## src/rtl/lstm_pkg.sv

```systemverilog
// ============================================================================
// Module  : lstm_pkg
// Brief   : Shared Q8.16 word format, constants and MAC FSM state encoding.
// Revision: 1.0
// ============================================================================
`default_nettype none

package lstm_pkg;

    localparam int WIDTH = 24;
    localparam int FRAC  = 16;

    localparam logic [WIDTH-1:0] ONE  = 24'h010000;
    localparam logic [WIDTH-1:0] MAXV = 24'h7FFFFF;
    localparam logic [WIDTH-1:0] MINV = 24'h800000;

    typedef enum logic [0:0] {
        ACC  = 1'b0,
        HOLD = 1'b1
    } mac_state_e;

endpackage

`default_nettype wire

```

## src/rtl/sat_q816.sv

```systemverilog
// ============================================================================
// Module  : sat_q816
// Brief   : Floor-shift a wide fixed-point value right by FRAC and clamp it
//           to a signed OUT_W-bit word.
// Revision: 1.0
// ============================================================================
`default_nettype none

module sat_q816 #(
    parameter int IN_W  = 52,
    parameter int OUT_W = 24,
    parameter int FRAC  = 16
) (
    input  logic signed [IN_W-1:0]  din,
    output logic signed [OUT_W-1:0] dout
);

    localparam int               SW    = IN_W - FRAC;
    localparam logic [OUT_W-1:0] C_MAX = {1'b0, {(OUT_W-1){1'b1}}};
    localparam logic [OUT_W-1:0] C_MIN = {1'b1, {(OUT_W-1){1'b0}}};

    // Dropping the low bits of a two's-complement value is a floor division.
    logic signed [SW-1:0] sh;
    logic                 unused_frac;

    assign sh          = din[IN_W-1:FRAC];
    assign unused_frac = ^din[FRAC-1:0];

    generate
        if (SW > OUT_W) begin : g_clamp
            logic ovf;
            assign ovf = (sh[SW-1:OUT_W-1] != {(SW-OUT_W+1){sh[SW-1]}});

            always_comb begin
                dout = sh[OUT_W-1:0];
                if (ovf) begin
                    dout = sh[SW-1] ? C_MIN : C_MAX;
                end
            end
        end else begin : g_pass
            assign dout = OUT_W'(sh);
        end
    endgenerate

endmodule

`default_nettype wire

```

## src/rtl/gate_mac.sv

```systemverilog
// ============================================================================
// Module  : gate_mac
// Brief   : LSTM gate pre-activation MAC: z = sat(bias + sum(w_k * x_k)) in
//           Q8.16, one result per group of N accepted beats.
// Revision: 1.0
// ============================================================================
`default_nettype none

module gate_mac
    import lstm_pkg::*;
#(
    parameter int WIDTH = lstm_pkg::WIDTH,
    parameter int FRAC  = lstm_pkg::FRAC,
    parameter int N     = 8
) (
    input  logic                    clk,
    input  logic                    rst_n,
    input  logic                    in_valid,
    output logic                    in_ready,
    input  logic signed [WIDTH-1:0] in_w,
    input  logic signed [WIDTH-1:0] in_x,
    input  logic signed [WIDTH-1:0] in_bias,
    output logic                    out_valid,
    input  logic                    out_ready,
    output logic        [WIDTH-1:0] out_z
);

    localparam int CW    = (N > 16) ? $clog2(N) + 1 : 5;
    localparam int ACC_W = 2 * WIDTH + $clog2(N) + 1;

    mac_state_e               state_q,     state_d;
    logic        [CW-1:0]     cnt_q,       cnt_d;
    logic signed [ACC_W-1:0]  acc_q,       acc_d;
    logic        [WIDTH-1:0]  out_z_q,     out_z_d;
    logic                     in_ready_q,  in_ready_d;
    logic                     out_valid_q, out_valid_d;

    logic signed [2*WIDTH-1:0] prod;
    logic signed [ACC_W-1:0]   bias_ext;
    logic signed [ACC_W-1:0]   acc_base;
    logic signed [ACC_W-1:0]   acc_next;
    logic signed [WIDTH-1:0]   sat_z;

    assign prod     = in_w * in_x;
    assign bias_ext = ACC_W'(in_bias) <<< FRAC;
    // The first beat of a group reseeds from the bias, so no explicit clear is needed.
    assign acc_base = (cnt_q == '0) ? bias_ext : acc_q;
    assign acc_next = acc_base + ACC_W'(prod);

    sat_q816 #(
        .IN_W  (ACC_W),
        .OUT_W (WIDTH),
        .FRAC  (FRAC)
    ) u_sat (
        .din  (acc_next),
        .dout (sat_z)
    );

    always_comb begin
        state_d     = state_q;
        cnt_d       = cnt_q;
        acc_d       = acc_q;
        out_z_d     = out_z_q;
        in_ready_d  = in_ready_q;
        out_valid_d = out_valid_q;

        case (state_q)
            ACC: begin
                if (in_valid && in_ready_q) begin
                    acc_d = acc_next;
                    if (cnt_q == CW'(N - 1)) begin
                        cnt_d       = '0;
                        state_d     = HOLD;
                        out_z_d     = sat_z;
                        in_ready_d  = 1'b0;
                        out_valid_d = 1'b1;
                    end else begin
                        cnt_d = cnt_q + CW'(1);
                    end
                end
            end
            HOLD: begin
                if (out_ready) begin
                    state_d     = ACC;
                    in_ready_d  = 1'b1;
                    out_valid_d = 1'b0;
                end
            end
            default: begin
                state_d     = ACC;
                in_ready_d  = 1'b1;
                out_valid_d = 1'b0;
            end
        endcase
    end

    always_ff @(posedge clk or negedge rst_n) begin
        if (!rst_n) begin
            state_q     <= ACC;
            cnt_q       <= '0;
            acc_q       <= '0;
            out_z_q     <= '0;
            in_ready_q  <= 1'b1;
            out_valid_q <= 1'b0;
        end else begin
            state_q     <= state_d;
            cnt_q       <= cnt_d;
            acc_q       <= acc_d;
            out_z_q     <= out_z_d;
            in_ready_q  <= in_ready_d;
            out_valid_q <= out_valid_d;
        end
    end

    assign in_ready  = in_ready_q;
    assign out_valid = out_valid_q;
    assign out_z     = out_z_q;

endmodule

`default_nettype wire

```

## config.mk

```make
export PLATFORM = sky130hd
export DESIGN_NAME = gate_mac
export DESIGN_NICKNAME = d
export VERILOG_FILES = /design/src/rtl/lstm_pkg.sv /design/src/rtl/sat_q816.sv /design/src/rtl/gate_mac.sv
export SDC_FILE = /design/constraint.sdc
export NUM_CORES = 2
export LEC_CHECK = 0
export CORE_AREA = 4 4 276 278
export CTS_CLUSTER_DIAMETER = 50
export DETAILED_ROUTE_END_ITERATION = 10
export DIE_AREA = 0 0 280 282
export HOLD_SLACK_MARGIN = 0.08
export PLACE_DENSITY_LB_ADDON = 0.15
export SLEW_MARGIN = 20
export SYNTH_ARGS = -nofsm -noshare
export SYNTH_HDL_FRONTEND = slang
export SYNTH_SLANG_ARGS = --single-unit
```

## constraint.sdc

```tcl
create_clock -name clk -period 8.3 [get_ports clk]
set_input_delay 2.075 -clock clk [delete_from_list [all_inputs] [get_ports clk]]
set_output_delay 2.075 -clock clk [all_outputs]
set_load 0.03 [all_outputs]
```

==> out/qor.csv <==
stage;metric;value;unit
outcome;run_status;finished, violations left;
outcome;failed_checks;setup timing;
synthesis;synth_async_sr_flop_share;100.0;%
clocking;ctsRootBufferMaster;clkbuf_16;
place;place.detailed.instances;4383;
clocking;ctsLongestPathBuffers;2;
hold_path;timing.hold.worst_path_depth;2;
timing;tightestPinTransition;0.9919;ns
synthesis;syn-mean-instance-area;9.069;sq um
clocking;cts-htree-levels;3;
global_route;grt_pass1_vias;24660;
timing;report.final.slew_viol_count;0;
timing;final_clock_period_utilization_by_the_worst_path;111.3;%
place;placement.cell_area;33150;sq um
timing;setup-violations-final;38;
synthesis;synthesis.area;27800;sq um
critical_path;critical_path.most_common_cell;fa_1;
floorplanning;placeableCoreArea;73950;sq um
route;drt_pre_antenna_iters;5;
route;vias_per_cell;4.874;
clocking;clk_latency;0.36;ns
synthesis;yosys_most_used_dff;dfrtp_1;
critical_path;worst-endpoint-arrival;9.51;ns
route;detailroute.via_count;22170;
final_layout;layout_common_cells;inv_1 (661), fa_1 (634), nand2_1 (493);
clocking;path_clk_slew;0.07;ns
floorplanning;boundaryPins;102;
critical_path;startpoint_type;input pin;
run;maxCapViolCount;0;
global_route;grt_use_met1;26.81;%
timing;fin_tns_setup;-21.83;ns
synthesis;post-synth-top-area-cell;fa_1;
clocking;tritoncts.num_buffers;9;
final_layout;stdcell_count;4549;
final_layout;mostFrequentLayoutCell;inv_1;
timing;setup_repair_after_global_routing_missed_its_margin;yes;
critical_path;cpMaxStageDelayCell;fa_2;
timing;setup_ws;-0.9389;ns
synthesis;synth_cell_type_count;64;
route;routed_wire_length_per_instance;18.92;um
critical_path;r2r_setup_slack;0.79;ns
global_route;grt_pass1_wl;133200;um
synthesis;synth_fp_nets;3987;
global_route;antenna_found_initial;0;
global_route;gr-usage-all-layers;21.67;%
critical_path;worstPathMaxFanout;8;
final_layout;final_design_area_no_fill;37190;sq um
floorplanning;floorplan.initialDensity;37.59;%
floorplanning;die_w;280;um
global_route;met3_demand_to_capacity_share_in_global_routing;2.633;%
final_layout;utilization;50.30;%
route;detail-route-antenna-nets;0;
timing;hold_vio_cnt_final;0;
synthesis;synth.top_cells.by_area;fa_1 (49%), inv_1 (9.6%), ha_1 (7.6%);
place;detailedPlacementHpwl;68380;um
synthesis;netlist.area_leader.share;48.76;%
final_layout;layout-drive-gt1-share;26.68;%
timing;clock_skew;0.008979;ns
final_layout;fillerInstances;6886;
global_route;use_met2;40.01;%
route;drt_iter0_drc;1093;
route;totalWireLength;86050;um
floorplanning;fp.dieArea;78960;sq um
global_route;top_usage_layer;met2;
synthesis;yosysSeqAreaShare;7.566;%
hold_path;hold_path.class;reg2reg;
critical_path;cp_peak_stage_delay;0.65;ns
critical_path;criticalPathCategory;in2reg;
global_route;grt_overflow_total;0;
critical_path;rr_startpoint;cnt_q[0]$_DFFE_PN0P_;
critical_path;reg2reg_depth;31;
critical_path;critical_path_required;8.57;ns
synthesis;netlist_instances;3065;
clocking;cts_num_sinks;84;
final_layout;syn2layout_area_growth;33.80;%
timing;max_clock_freq;108.2;MHz
critical_path;worstSetupEndpointType;register;
place;io_buffers;101;
global_route;grt_max_degree;97;
floorplanning;die_h;282;um
critical_path;r2r-end;out_z[20]$_DFFE_PN0P_;
hold_path;hold_path_end;acc_q[0]$_DFFE_PN0P_;
floorplanning;core.rowCount;100;
synthesis;synth-edff-count;0;
synthesis;synth-warning-count;0;
final_layout;nets;4496;
route;drc;0;
timing;max_slew_headroom_at_the_worst_pin;33.88;%
timing;min_period;9.239;ns
hold_path;holdCritStartpoint;acc_q[0]$_DFFE_PN0P_;
clocking;tritoncts;built;
synthesis;ys_ff_latch;84;
place;finalWeightedCongestion;0.8451;
## metrics by stage
stage / hold WS, ns / setup WS, ns
2_1_floorplan: 0.4379 / -0.5905
3_3_place_gp: 0.4514 / -1.769
3_5_place_dp: 0.4553 / -1.726
4_1_cts: 0.4721 / -0.8767
5_1_grt: 0.4914 / -1.067
6_report: 0.4713 / -0.9389
## worst max-delay path by stage
stage	start	end	depth (start not counted)
2_1_floorplan	in_w[23]	out_z[18]$_DFFE_PN0P_	25
6_report	in_w[23]	out_z[20]$_DFFE_PN0P_	27
3_5_place_dp	in_w[23]	out_z[2]$_DFFE_PN0P_	29
4_1_cts	in_x[6]	out_z[20]$_DFFE_PN0P_	31
3_3_place_gp	in_w[7]	out_z[2]$_DFFE_PN0P_	28
5_1_grt	in_w[23]	out_z[20]$_DFFE_PN0P_	28
## layer usage
metal / part of all wire, % / wire, um
met1: 40 / 34320
met2: 53 / 45820
met3: 3.9 / 3346
met4: 3.0 / 2560
met5: 0 / 0
## cells by family after synthesis
family,Yosys count,share of synthesized area (%)
xor+xnor,57,1.796
mux,4,0.1530
flops,84,7.566
fa+ha+maj,846,56.36
buf+inv,861,11.78
simple gates,964,16.46
compound gates,249,5.883
## cell type report
cell class | instances | area, sq um | area share (%)
Antenna cell | 1 | 2.502 | 0.006728
Clock buffer | 11 | 242.7 | 0.6526
Clock inverter | 5 | 61.31 | 0.1648
Inverter | 709 | 2668 | 7.172
Multi-Input combinational cell | 2120 | 24110 | 64.84
Sequential cell | 84 | 2103 | 5.655
Tap cell | 969 | 1212 | 3.260
Timing Repair Buffer | 650 | 6789 | 18.25
## worst max-delay path, delay by kind of cell
kind,cells,cell delay [ns]
and+or+nand+nor,5,1.61
buffers and inverters,9,0.91
adders and majority gates,8,4.02
xor gates and xnor gates,1,0.21
AOI/OAI and AO/OA,4,0.65
## flip-flops by register name, summed over array words and instances (netlist names)
name	flops
in_ready	1
cnt_q	5
acc_q	52
state_q	1
out_z	24
out_valid	1
## what timing repair did
item | 4_1_cts | 5_1_grt
pin swaps | 45 | 192
gates resized for setup | 249 | 472
buffers inserted | 62 | 66
hold buffers | 0 | 0
endpoints found under the setup margin | 58 | 56
gates cloned | 21 | 10
## Yosys cell counts, drive strengths merged (18+ instances only)
cell type / count
inv: 709
fa: 677
nand2: 522
and2: 251
ha: 169
clkbuf: 131
o21ai: 93
dfrtp: 83
nor2: 63
a21oi: 59
nor2b: 39
xnor2: 35
nand4: 24
o22ai: 24
xor2: 22
buf: 21
nand3: 18
Power is left out: the tool's default activity adds up to more than one toggle a clock period on the data nets, which glitch-free logic cannot reach.
